`config.mk`:
```
export PLATFORM = sky130hd
export DESIGN_NAME = seg7_shiftreg_tx_flat
export DESIGN_NICKNAME = d
export VERILOG_FILES = /design/src/rtl/seg7_pkg.sv /design/src/rtl/seg7_shiftreg_tx_if.sv /design/src/rtl/seg7_shiftreg_tx.sv /design/src/flat_wrapper.sv
export SDC_FILE = /design/constraint.sdc
export NUM_CORES = 1
export LEC_CHECK = 0
export ABC_CLOCK_PERIOD_IN_PS = 2200
export CORE_MARGIN = 2
export CORE_UTILIZATION = 47
export DETAILED_ROUTE_END_ITERATION = 7
export PLACE_DENSITY = 0.77
export SYNTH_ARGS = -nofsm -noshare
export SYNTH_HDL_FRONTEND = slang
export SYNTH_SLANG_ARGS = --single-unit
```
`constraint.sdc`:
```
create_clock -name clk -period 2.2 [get_ports clk]
set_input_delay 0.33 -clock clk [delete_from_list [all_inputs] [get_ports clk]]
set_output_delay 0.33 -clock clk [all_outputs]
set_load 0.005 [all_outputs]
```
`src/rtl/seg7_pkg.sv`:
```
// Shared definitions for the 4-digit 7-segment display path (encoder and
// serial transmitter).
package seg7_pkg;
  localparam int FRAME_BITS = 16;
  localparam int NUM_DIGITS = 4;
  localparam int DIGIT_W    = $clog2(NUM_DIGITS);
  localparam int BITCNT_W   = $clog2(FRAME_BITS);

  // Frame layout: segments a..g in [6:0], colon in [7], digit anodes in [11:8].
  localparam int SEG_LSB     = 0;
  localparam int COLON_BIT   = 7;
  localparam int ANODE_LSB   = 8;

  typedef enum logic [1:0] {
    IDLE     = 2'd0,
    SHIFT_LO = 2'd1,
    SHIFT_HI = 2'd2,
    LATCH    = 2'd3
  } tx_state_e;

  function automatic int anode_bit(input int digit);
    return ANODE_LSB + digit;
  endfunction
endpackage

```
`src/rtl/seg7_shiftreg_tx_if.sv`:
```
// Frame handshake between the 4x7seg encoder (master) and the serial
// transmitter (slave).
interface seg7_shiftreg_tx_if;
  import seg7_pkg::*;
  logic [FRAME_BITS-1:0] frame_i;
  logic                  frame_valid_i;
  logic                  frame_ready_o;

  modport master (output frame_i, output frame_valid_i, input frame_ready_o);
  modport slave  (input frame_i, input frame_valid_i, output frame_ready_o);
endinterface

```
`src/rtl/seg7_shiftreg_tx.sv`:
```
// Shifts one 16-bit frame MSB-first into a 74HC595-style chain, pulses the
// storage latch, then advances the digit-scan index for the encoder.
module seg7_shiftreg_tx
  import seg7_pkg::*;
#(
  parameter int CLK_DIV = 2   // clk cycles per sr_clk half-period, 1..255
) (
  input  logic               clk,
  input  logic               rst_n,
  seg7_shiftreg_tx_if.slave  fin,
  output logic [DIGIT_W-1:0] digit_o,
  output logic               sr_data_o,
  output logic               sr_clk_o,
  output logic               sr_latch_o,
  output logic               done_o
);
  localparam logic [7:0] DIV_LAST = 8'(CLK_DIV - 1);

  tx_state_e             state, state_nxt;
  logic [FRAME_BITS-1:0] shreg;
  logic [BITCNT_W-1:0]   bitcnt;
  logic [7:0]            div;
  logic                  xfer, div_end;
  logic                  clk_d, latch_d, ready_d, done_d;

  assign xfer    = fin.frame_valid_i & fin.frame_ready_o;
  assign div_end = (div == DIV_LAST);

  always_ff @(posedge clk) begin
    if (!rst_n) state <= IDLE;
    else        state <= state_nxt;
  end

  always_comb begin
    state_nxt = state;
    case (state)
      IDLE:     if (xfer)    state_nxt = SHIFT_LO;
      SHIFT_LO: if (div_end) state_nxt = SHIFT_HI;
      SHIFT_HI: if (div_end) state_nxt = (bitcnt == '0) ? LATCH : SHIFT_LO;
      LATCH:    if (div_end) state_nxt = IDLE;
      default:               state_nxt = IDLE;
    endcase
  end

  // Outputs are decoded from the next state and registered, so every pin
  // changes exactly at the state transition edge.
  always_comb begin
    clk_d   = (state_nxt == SHIFT_HI);
    latch_d = (state_nxt == LATCH);
    ready_d = (state_nxt == IDLE);
    done_d  = (state == LATCH) && div_end;
  end

  always_ff @(posedge clk) begin
    if (!rst_n) begin
      shreg             <= '0;
      bitcnt            <= '0;
      div               <= '0;
      digit_o           <= '0;
      sr_data_o         <= 1'b0;
      sr_clk_o          <= 1'b0;
      sr_latch_o        <= 1'b0;
      done_o            <= 1'b0;
      fin.frame_ready_o <= 1'b1;
    end else begin
      sr_clk_o          <= clk_d;
      sr_latch_o        <= latch_d;
      done_o            <= done_d;
      fin.frame_ready_o <= ready_d;

      if (xfer || (state != IDLE && div_end)) div <= '0;
      else if (state != IDLE)                 div <= div + 8'd1;

      // sr_data_o only moves on SHIFT_LO entry: full half-period setup and hold.
      if (xfer) begin
        shreg     <= fin.frame_i;
        bitcnt    <= BITCNT_W'(FRAME_BITS - 1);
        sr_data_o <= fin.frame_i[FRAME_BITS-1];
      end else if (state == SHIFT_HI && div_end && bitcnt != '0) begin
        shreg     <= shreg << 1;
        bitcnt    <= bitcnt - 1'b1;
        sr_data_o <= shreg[FRAME_BITS-2];
      end

      if (done_d) digit_o <= digit_o + 1'b1;
    end
  end
endmodule

```
`src/flat_wrapper.sv`:
```
// flat-port wrapper written by rule: the top's interface ports become plain ports
module seg7_shiftreg_tx_flat import seg7_pkg::*;
#(
  parameter int CLK_DIV = 2                                               
)
  (clk, rst_n, digit_o, sr_data_o, sr_clk_o, sr_latch_o, done_o, fin_frame_i, fin_frame_valid_i, fin_frame_ready_o);
  seg7_shiftreg_tx_if fin_i ();
  input  logic clk;
  input  logic rst_n;
  output logic [DIGIT_W-1:0] digit_o;
  output logic sr_data_o;
  output logic sr_clk_o;
  output logic sr_latch_o;
  output logic done_o;
  input wire logic [$bits(fin_i.frame_i)-1:0] fin_frame_i;
  input wire logic [$bits(fin_i.frame_valid_i)-1:0] fin_frame_valid_i;
  output wire logic [$bits(fin_i.frame_ready_o)-1:0] fin_frame_ready_o;
  assign fin_i.frame_i = fin_frame_i;
  assign fin_i.frame_valid_i = fin_frame_valid_i;
  assign fin_frame_ready_o = fin_i.frame_ready_o;
  seg7_shiftreg_tx #(.CLK_DIV(CLK_DIV)) u_core (.clk(clk), .rst_n(rst_n), .fin(fin_i), .digit_o(digit_o), .sr_data_o(sr_data_o), .sr_clk_o(sr_clk_o), .sr_latch_o(sr_latch_o), .done_o(done_o));
endmodule
```
==> flow_metrics.env, run 1 <==
export IMPL_run_status="complete, no violations"
export IMPL_cts_tree="built"
export IMPL_switching_portion_of_total_power_pct=25.6
export IMPL_drt_wl_total_um=3390
export IMPL_yosysUniqueCellTypes=34
export IMPL_cp_start_kind="flop"
export IMPL_number_of_vias_per_cell_after_detailed_routing=5.40
export IMPL_synthesis_yosys_warnings=0
export IMPL_tightestPinTransition_ns=0.438
export IMPL_sequential_share_of_the_synthesized_area_pct=44.3
export IMPL_detailedPlace_worstSlack_ns=0.0932
export IMPL_final_common_cell="sky130_fd_sc_hd__dfxtp_1"
export IMPL_first_global_vias=1339
export IMPL_detailroute_wirelength_met3_um=113
export IMPL_floorplan_initialDensity_pct=48.7
export IMPL_layout_worst_path_cycle_share_pct=96.3
export IMPL_gp_routability_congestion=0.839
export IMPL_ff2ff_setup_slack_ns=0.08
export IMPL_cts_root_buffer="sky130_fd_sc_hd__clkbuf_4"
export IMPL_hold_violations=0
export IMPL_die_area_um2=3940
export IMPL_synth_net_count=198
export IMPL_share_seq_of_total_power_pct=55.4
export IMPL_synthToLayoutAreaGrowth_pct=26.0
export IMPL_core_rowCount=21
export IMPL_detailedRoute_firstPassIterationCount=4
export IMPL_post_cts_setup_buffer_count=0
export IMPL_clock_skew_ns=0.00847
export IMPL_cp_max_fo=11
export IMPL_required_ns=2.45
export IMPL_final_cell_mix="sky130_fd_sc_hd__dfxtp_1, sky130_fd_sc_hd__clkdlybuf4s50_1, sky130_fd_sc_hd__a21oi_1"
export IMPL_numClockSinks=36
export IMPL_power_frac_comb_pct=15.0
export IMPL_whs_path_depth=2
export IMPL_placement_cell_area_um2=1930
export IMPL_io_buffer_count=25
export IMPL_clock_insertion_delay_worst_skew_ns=0.34
export IMPL_worst_r2r_endpoint="u_core.bitcnt[1]"
export IMPL_area_fraction_in_and_or_nand_and_nor_cells_after_synthesis_pct=18.0
export IMPL_intPower_uw=974
export IMPL_finalMaxSlewViolations=0
export IMPL_globalRouteTotalUtil_pct=18.1
export IMPL_end_kind="flop"
export IMPL_dp_final_hpwl_um=2330
export IMPL_synth_top_family_by_area="simple AND/OR/NAND/NOR gates"
export IMPL_hold_worst_slack_ns=0.526
export IMPL_postRouteAntennaNets=0
export IMPL_cts_root_to_sink_buffers=2
export IMPL_top_level_ports=26
export IMPL_peakVddDrop_uv=356
export IMPL_path_class_of_the_lowest_slack_min_delay_path="reg -> reg"
export IMPL_worstHoldEndpoint="u_core.div[7]"
export IMPL_chip_width_um=62.8
export IMPL_timing_critical_path_arrival_ns=2.36
export IMPL_pwr_density_cell_nw_per_um2=639
export IMPL_layout_cell_area_non_filler_um2=2050
export IMPL_grt_pass1_wl_um=5680
export IMPL_topRoutingLayerUsed="met4"
export IMPL_p_leak_uw=0.000731
export IMPL_hp_start="u_core.div[7]"
export IMPL_timing_slew_headroom_pct=70.7
export IMPL_synth_xor_area_share_pct=5.39
export IMPL_synth_adder_area_share_pct=3.08
export IMPL_antennaDiodeCount=0
export IMPL_die_height_um=62.8
export IMPL_postCtsHoldBufs=0
export IMPL_route_detailed_wl_per_inst_um=13.6
export IMPL_grt_max_degree=32
export IMPL_syn_area_um2=1630
export IMPL_drive_above_1_share_pct=11.3
export IMPL_tritoncts_num_buffers=5
export IMPL_wl_met1_um=1460
export IMPL_post_route_drc_count=0
export IMPL_floorplan_core_area_um2=3340
export IMPL_dr_first_iter_drc_count=25
export IMPL_synth_area_per_cell_um2=9.29
export IMPL_cts_resized=0
export IMPL_fmax_ghz=0.472
export IMPL_timing_setup_critical_path_class="reg -> reg"
export IMPL_number_of_vias_in_the_routed_layout=1350
export IMPL_timing_rr_start="u_core.div[1]"
export IMPL_r2r_worst_path_cells=8
export IMPL_power_frac_clock_pct=29.6
export IMPL_setup_tns_final_ns=0
export IMPL_unrepaired_setup_endpoints_after_global_routing="no"
export IMPL_met2_wirelength_um=1710
export IMPL_post_synth_mux_area_share_pct=9.24
export IMPL_finalCoreUtilization_pct=61.4
export IMPL_maxCapViolations=0
export IMPL_ys_seq_elements=36
export IMPL_setup_viol=0
export IMPL_layout_setup_ws_ns=0.0812
export IMPL_final_period_minus_worst_setup_slack_ns=2.12
export IMPL_antenna_found_initial=0
export IMPL_clkTransAtPathRegs_ns=0.10
export IMPL_htree_levels=2
export IMPL_num_nets_final=227
export IMPL_grt_overflow_total=0
export IMPL_switching_power_uw=336
export IMPL_synth_compound_area_share_pct=15.2
export IMPL_synthCells=175
area by class of cell:
type	count	area (um^2)
Inverter	5	18.8
Timing Repair Buffer	33	358
Tap cell	46	57.6
Fill cell	290	1290
Sequential cell	36	721
Clock buffer	7	65.1
Multi-Input combinational cell	123	828
power groups by stage:
stage          logic (uW)  registers, uW  clock network (uW)
6_report              197            726                 387
5_1_grt               219            732                 424
4_1_cts               195            724                 399
3_5_place_dp          194            739                   0
3_3_place_gp          186            736                   0
2_1_floorplan         127            729                   0
sequential cells by signal, summed over array words and instances (netlist names):
| signal | cells |
|---|---|
| u_core.shreg | 15 |
| u_core.div | 8 |
| u_core.bitcnt | 4 |
| u_core.digit_o | 2 |
| u_core.state | 2 |
| u_core.done_o | 1 |
| u_core.fin.frame_ready_o | 1 |
| u_core.sr_clk_o | 1 |
| u_core.sr_data_o | 1 |
| u_core.sr_latch_o | 1 |
cell families (layout without fill, tap and decap cells):
kind of cell,Yosys count,in the layout
fa+ha+maj,4,4
simple gates,51,51
buf+inv,16,45
flops,36,36
compound gates,43,43
mux,15,15
xor+xnor,10,10
synth_stat cells:
master                      instances  area (um^2)
sky130_fd_sc_hd__and3_1             1         6.26
sky130_fd_sc_hd__a311oi_2           1         15.0
sky130_fd_sc_hd__nor4b_4            1         23.8
sky130_fd_sc_hd__inv_1              5         18.8
sky130_fd_sc_hd__or3_1              1         6.26
sky130_fd_sc_hd__nand3b_1           1         7.51
sky130_fd_sc_hd__nor4_2             1         12.5
sky130_fd_sc_hd__o211ai_1           1         7.51
sky130_fd_sc_hd__or4b_4             1         13.8
sky130_fd_sc_hd__a211oi_1           3         22.5
sky130_fd_sc_hd__nor2b_1            2         12.5
sky130_fd_sc_hd__or2_2              2         12.5
sky130_fd_sc_hd__xor2_1             6         52.6
sky130_fd_sc_hd__o211a_1            1         10.0
sky130_fd_sc_hd__a211o_1            1         8.76
sky130_fd_sc_hd__a2bb2oi_1          1         8.76
sky130_fd_sc_hd__and2_1             1         6.26
sky130_fd_sc_hd__nor3b_1            1         7.51
sky130_fd_sc_hd__buf_6              2         22.5
sky130_fd_sc_hd__buf_2              1         5.00
sky130_fd_sc_hd__clkbuf_1           8         30.0
sky130_fd_sc_hd__nor2_1            14         52.6
sky130_fd_sc_hd__and4_2             2         20.0
sky130_fd_sc_hd__nand3_1            1         5.00
sky130_fd_sc_hd__nor4_1             2         12.5
sky130_fd_sc_hd__xnor2_1            4         35.0
sky130_fd_sc_hd__nor3_1             7         35.0
sky130_fd_sc_hd__mux2i_1           15          150
sky130_fd_sc_hd__o21ai_0           16         80.1
sky130_fd_sc_hd__a21oi_1           19         95.1
sky130_fd_sc_hd__ha_1               4         50.1
sky130_fd_sc_hd__dfxtp_1           36          721
sky130_fd_sc_hd__nand2_1            9         33.8
sky130_fd_sc_hd__nand4_1            4         25.0
worst max-delay path by stage:
stage / cells after the start / slack (ns) / from / end
finish: 8 / 0.08 / u_core.div[1] / u_core.bitcnt[1]
global route: 8 / 0.005 / u_core.div[1] / u_core.bitcnt[1]
CTS: 7 / 0.09 / u_core.div[1] / u_core.bitcnt[2]
detailed placement: 7 / 0.09 / u_core.div[1] / u_core.bitcnt[2]
global placement: 7 / 0.22 / u_core.div[1] / u_core.bitcnt[3]
floorplan: 6 / 0.20 / u_core.div[0] / u_core.shreg[12]
per-layer routing:
metal  GRT usage, %  up-vias
li1               -      676
met1           19.3      635
met2           32.5       28
met3           4.68       11
met4           9.44        0
met5              0        -
stage by stage:
stage,total power [uW],std cells
6_report,1310,250
5_1_grt,1370,250
4_1_cts,1320,247
3_5_place_dp,933,240
3_3_place_gp,921,240
2_1_floorplan,856,175
worst max-delay path, cell delays in order, from the launching register on:
cell and delay [ns]:
sky130_fd_sc_hd__dfxtp_1 0.38, sky130_fd_sc_hd__inv_1 0.08, sky130_fd_sc_hd__ha_1 0.13, sky130_fd_sc_hd__or4b_4 0.50, sky130_fd_sc_hd__nor4b_4 0.26, sky130_fd_sc_hd__buf_4 0.19, sky130_fd_sc_hd__clkbuf_16 0.17, sky130_fd_sc_hd__nor3_1 0.06
sky130_fd_sc_hd__a311oi_2 0.26
(Power assumes the default switching activity.)
==> inputs of run 2 (changes only) <==
--- a/config.mk
+++ b/config.mk
@@ -9,7 +9,7 @@
 export CORE_MARGIN = 2
 export CORE_UTILIZATION = 47
 export DETAILED_ROUTE_END_ITERATION = 7
-export PLACE_DENSITY = 0.77
+export PLACE_DENSITY = 0.74
 export SYNTH_ARGS = -nofsm -noshare
 export SYNTH_HDL_FRONTEND = slang
 export SYNTH_SLANG_ARGS = --single-unit
==> constraint.sdc (replaced) <==
create_clock -name clk -period 2.2 [get_ports clk]
set_input_delay 0.33 -clock clk [delete_from_list [all_inputs] [get_ports clk]]
set_output_delay 0.33 -clock clk [all_outputs]
set_load 0.1 [all_outputs]
==> flow_metrics.env, run 2 (synthesized netlist as in run 1, its figures left out) <==
export IMPL_unrepaired_setup_endpoints_after_global_routing="no"
export IMPL_tritoncts_num_buffers=5
export IMPL_chip_width_um=62.8
export IMPL_final_period_minus_worst_setup_slack_ns=2.07
export IMPL_die_height_um=62.8
export IMPL_detailedPlace_worstSlack_ns=0.128
export IMPL_setup_viol=0
export IMPL_floorplan_initialDensity_pct=48.7
export IMPL_tightestPinTransition_ns=0.447
export IMPL_postCtsHoldBufs=0
export IMPL_number_of_vias_in_the_routed_layout=1350
export IMPL_gp_routability_congestion=0.772
export IMPL_antennaDiodeCount=0
export IMPL_post_cts_setup_buffer_count=0
export IMPL_route_detailed_wl_per_inst_um=12.3
export IMPL_layout_worst_path_cycle_share_pct=94.3
export IMPL_cts_resized=0
export IMPL_hold_worst_slack_ns=0.535
export IMPL_cts_root_to_sink_buffers=2
export IMPL_timing_setup_critical_path_class="reg -> reg"
export IMPL_whs_path_depth=2
export IMPL_cp_start_kind="flop"
export IMPL_reg_top3="u_core.shreg: 15 flops, u_core.div: 8 flops, u_core.bitcnt: 4 flops"
export IMPL_end_kind="flop"
export IMPL_worst_path_buf_inv=2
export IMPL_number_of_vias_per_cell_after_detailed_routing=5.47
export IMPL_clock_skew_ns=0.00370
export IMPL_grt_max_degree=32
export IMPL_clkTransAtPathRegs_ns=0.10
export IMPL_run_status="complete, no violations"
export IMPL_drive_above_1_share_pct=13.4
export IMPL_drt_wl_total_um=3040
export IMPL_dp_final_hpwl_um=2190
export IMPL_final_cell_mix="sky130_fd_sc_hd__dfxtp_1, sky130_fd_sc_hd__a21oi_1, sky130_fd_sc_hd__clkdlybuf4s50_1"
export IMPL_timing_critical_path_arrival_ns=2.31
export IMPL_r2r_worst_path_cells=7
export IMPL_htree_levels=2
export IMPL_clock_insertion_delay_worst_skew_ns=0.34
export IMPL_timing_slew_headroom_pct=70.1
export IMPL_core_rowCount=21
export IMPL_numPlacedInstances=240
export IMPL_worst_path_max_delay_cell="sky130_fd_sc_hd__or4b_4"
export IMPL_antenna_found_initial=0
export IMPL_pwr_density_cell_nw_per_um2=677
export IMPL_path_delay_family="simple AND/OR/NAND/NOR gates"
export IMPL_cts_tree="built"
export IMPL_cell_count_final_fillers_out=247
export IMPL_top_level_ports=26
export IMPL_numClockSinks=36
export IMPL_largest_reg_flops=15
export IMPL_cp_cell_sequence="inv_1 > ha_1 > or4b_4 > nor4b_4 > buf_12 > mux2i_1 > a21oi_1"
export IMPL_cp_num_cells=7
export IMPL_postRouteAntennaNets=0
export IMPL_globalRouteTotalUtil_pct=16.9
export IMPL_finalMaxSlewViolations=0
export IMPL_cpPeakStageDelay_ns=0.50
export IMPL_p_leak_uw=0.000716
export IMPL_dr_first_iter_drc_count=79
export IMPL_cts_root_buffer="sky130_fd_sc_hd__clkbuf_4"
export IMPL_first_global_vias=1274
export IMPL_num_nets_final=224
export IMPL_floorplan_core_area_um2=3340
export IMPL_hold_violations=0
export IMPL_grt_overflow_total=0
export IMPL_largest_register="u_core.shreg"
export IMPL_fmax_ghz=0.482
export IMPL_post_route_drc_count=0
export IMPL_io_buffer_count=25
export IMPL_path_class_of_the_lowest_slack_min_delay_path="reg -> reg"
export IMPL_die_area_um2=3940
export IMPL_maxCapViolations=0
export IMPL_peakVddDrop_uv=307
export IMPL_grt_pass1_wl_um=5230
export IMPL_required_ns=2.43
export IMPL_final_common_cell="sky130_fd_sc_hd__dfxtp_1"
export IMPL_synthToLayoutAreaGrowth_pct=21.4
export IMPL_layout_setup_ws_ns=0.125
export IMPL_cp_max_fo=23
export IMPL_detailedRoute_firstPassIterationCount=4
export IMPL_setup_tns_final_ns=0
[run 2: cell types whose count changed in the layout (fill, tap and decap cells not counted)]
| cell | change |
|---|---|
| sky130_fd_sc_hd__clkbuf_16 | -2 |
| sky130_fd_sc_hd__buf_4 | +6 |
| sky130_fd_sc_hd__clkdlybuf4s50_1 | -7 |
[run 2: per-layer routing]
metal  GRT usage [%]  vias to the layer above  part of all wire (%)
met5               0                        -                     0
li1                -                      681                     -
met2            29.3                       34                    50
met4            10.3                        0                   2.6
met1            17.7                      625                    43
met3            5.59                       10                   4.0
[run 2: final cells by class]
cell class,count,area [um^2]
Inverter,5,18.8
Timing Repair Buffer,30,283
Fill cell,307,1360
Sequential cell,36,721
Clock buffer,7,65.1
Tap cell,46,57.6
Multi-Input combinational cell,123,828
[run 2: stage by stage]
step / total power (uW) / utilization, % / cell area, um^2
floorplan: 886 / - / 1630
global placement: 951 / 57.2 / 1910
detailed placement: 961 / 57.2 / 1910
CTS: 1350 / 59.1 / 1970
global route: 1400 / 59.1 / 1970
finish: 1340 / 59.1 / 1970
[run 2: path summary, 6_finish.rpt]
path | slack, ns | end | start
setup / recovery | 0.13 | u_core.shreg[9] | u_core.div[1]
hold / removal | 0.53 | u_core.div[7] | u_core.div[7]
setup reg to reg | 0.13 | u_core.shreg[9] | u_core.div[1]
hold reg to reg | 0.53 | u_core.div[7] | u_core.div[7]
[run 2: tightest hold or removal path, stage by stage, from the launching register on]
cell and delay (ns):
sky130_fd_sc_hd__dfxtp_1 0.36, sky130_fd_sc_hd__xor2_1 0.08, sky130_fd_sc_hd__nor2_1 0.07
[run 2: where the power goes]
group / total, uW / leakage, uW / internal (uW) / switching [uW]
combinational: 222 / 0.000383 / 97.3 / 124
sequential: 725 / 0.000296 / 693 / 31.7
clock: 390 / 0.0000374 / 181 / 209
total: 1340 / 0.000716 / 972 / 365
==> inputs of run 3 (changes only) <==
--- a/config.mk
+++ b/config.mk
@@ -10,6 +10,7 @@
 export CORE_UTILIZATION = 47
 export DETAILED_ROUTE_END_ITERATION = 7
 export PLACE_DENSITY = 0.74
+export RECOVER_POWER = 100
 export SYNTH_ARGS = -nofsm -noshare
 export SYNTH_HDL_FRONTEND = slang
 export SYNTH_SLANG_ARGS = --single-unit
==> flow_metrics.env, run 3 (synthesized netlist as in run 1, its figures left out) <==
export IMPL_run_status="complete, no violations"
export IMPL_grt_overflow_total=0
export IMPL_route_detailed_wl_per_inst_um=12.4
export IMPL_timing_rr_start="u_core.div[1]"
export IMPL_dp_final_hpwl_um=2190
export IMPL_grt_util_met3_pct=5.59
export IMPL_cts_root_to_sink_buffers=2
export IMPL_globalRouteTotalUtil_pct=16.9
export IMPL_first_global_vias=1274
export IMPL_peakVddDrop_uv=307
export IMPL_chip_width_um=62.8
export IMPL_top_level_ports=26
export IMPL_timing_critical_path_arrival_ns=2.30
export IMPL_worst_r2r_endpoint="u_core.shreg[9]"
export IMPL_antenna_found_initial=0
export IMPL_tightestPinTransition_ns=1.17
export IMPL_unrepaired_setup_endpoints_after_global_routing="no"
export IMPL_final_common_cell="sky130_fd_sc_hd__dfxtp_1"
export IMPL_grt_max_degree=32
export IMPL_final_cell_mix="sky130_fd_sc_hd__dfxtp_1, sky130_fd_sc_hd__a21oi_1, sky130_fd_sc_hd__clkdlybuf4s50_1"
export IMPL_clock_insertion_delay_worst_skew_ns=0.34
export IMPL_n_fill_cell=316
export IMPL_timing_setup_critical_path_class="reg -> reg"
export IMPL_layout_worst_path_cycle_share_pct=94.0
export IMPL_clkTransAtPathRegs_ns=0.10
export IMPL_number_of_vias_in_the_routed_layout=1313
export IMPL_detailedPlace_worstSlack_ns=0.128
export IMPL_die_height_um=62.8
export IMPL_finalMaxSlewViolations=0
export IMPL_pwr_density_cell_nw_per_um2=685
export IMPL_cts_resized=0
export IMPL_largest_reg_flops=15
export IMPL_ff_latch_area_um2=721
export IMPL_detailedRoute_firstPassIterationCount=4
export IMPL_antennaDiodeCount=0
export IMPL_numClockSinks=36
export IMPL_tritoncts_num_buffers=5
export IMPL_drive_above_1_share_pct=11.4
export IMPL_largest_register="u_core.shreg"
export IMPL_setup_tns_final_ns=0
export IMPL_grt_busiest_layer="met2"
export IMPL_synthToLayoutAreaGrowth_pct=19.7
export IMPL_dr_first_iter_drc_count=76
export IMPL_path_class_of_the_lowest_slack_min_delay_path="reg -> reg"
export IMPL_die_area_um2=3940
export IMPL_cp_start_kind="flop"
export IMPL_floorplan_initialDensity_pct=48.7
export IMPL_hold_violations=0
export IMPL_setup_viol=0
export IMPL_postCtsHoldBufs=0
export IMPL_required_ns=2.43
export IMPL_grtUsageMet2_pct=29.3
export IMPL_cell_count_final_fillers_out=247
export IMPL_cts_root_buffer="sky130_fd_sc_hd__clkbuf_4"
export IMPL_ff2ff_setup_slack_ns=0.13
export IMPL_final_period_minus_worst_setup_slack_ns=2.07
export IMPL_io_buffer_count=25
export IMPL_layout_setup_ws_ns=0.133
export IMPL_p_leak_uw=0.000700
export IMPL_postRouteAntennaNets=0
export IMPL_multi_input_gate_area_um2=822
export IMPL_post_cts_setup_buffer_count=0
export IMPL_clock_skew_ns=0.00271
export IMPL_cp_max_fo=23
export IMPL_maxCapViolations=0
export IMPL_post_route_drc_count=0
export IMPL_setup_worst_path_start="u_core.div[1]"
export IMPL_globalRouteMet1Util_pct=17.7
export IMPL_drt_wl_total_um=3050
export IMPL_number_of_vias_per_cell_after_detailed_routing=5.32
export IMPL_reg_top3="u_core.shreg: 15 flops, u_core.div: 8 flops, u_core.bitcnt: 4 flops"
export IMPL_end_kind="flop"
export IMPL_r2r_worst_path_cells=7
export IMPL_timing_slew_headroom_pct=22.7
export IMPL_capture_point_of_the_worst_path="u_core.shreg[9]"
export IMPL_num_nets_final=224
export IMPL_htree_levels=2
export IMPL_numPlacedInstances=240
export IMPL_cts_tree="built"
export IMPL_grt_pass1_wl_um=5230
export IMPL_fmax_ghz=0.484
export IMPL_gp_routability_congestion=0.772
export IMPL_core_rowCount=21
export IMPL_floorplan_core_area_um2=3340
## run 3: worst min-delay path by stage
| stage | cells after the start | from | slack, ns | end |
|---|---|---|---|---|
| floorplan | 2 | rst_n | 0.47 | u_core.shreg[10] |
| global placement | 2 | u_core.div[7] | 0.49 | u_core.div[7] |
| detailed placement | 2 | u_core.div[7] | 0.51 | u_core.div[7] |
| CTS | 2 | u_core.div[7] | 0.54 | u_core.div[7] |
| global route | 2 | u_core.digit_o[1] | 0.58 | u_core.digit_o[1] |
| finish | 2 | u_core.digit_o[1] | 0.55 | u_core.digit_o[1] |
## run 3: area by class of cell
class | count | share of cell area [%]
Inverter | 5 | 0.965
Tap cell | 46 | 2.96
Sequential cell | 36 | 37.0
Multi-Input combinational cell | 123 | 42.3
Clock buffer | 7 | 3.34
Timing Repair Buffer | 30 | 13.4
## run 3: routing by layer
metal,part of all wire (%),wire length (um)
met1,44,1340
met2,50,1530
met4,2.4,72
met5,0,0
met3,3.6,109
## run 3: worst max-delay path: stages, from the launching register on
cell and delay [ns]:
sky130_fd_sc_hd__dfxtp_1 0.37, sky130_fd_sc_hd__inv_1 0.08, sky130_fd_sc_hd__ha_1 0.14, sky130_fd_sc_hd__or4b_4 0.50, sky130_fd_sc_hd__nor4b_4 0.34, sky130_fd_sc_hd__buf_12 0.22
sky130_fd_sc_hd__mux2i_1 0.21, sky130_fd_sc_hd__a21oi_1 0.09
## run 3: per-stage QoR
| stage | hold slack (ns) | power, uW | cell area (um^2) | util (%) |
|---|---|---|---|---|
| 5_1_grt | 0.580 | 1400 | 1950 | 58.3 |
| 2_1_floorplan | 0.468 | 886 | 1630 | - |
| 3_3_place_gp | 0.493 | 951 | 1910 | 57.2 |
| 6_report | 0.546 | 1330 | 1950 | 58.3 |
| 4_1_cts | 0.541 | 1350 | 1970 | 59.1 |
| 3_5_place_dp | 0.513 | 961 | 1910 | 57.2 |
## run 3: power by group
group	internal [uW]	switching (uW)
combinational	93.9	123
clock	181	211
sequential	693	31.7
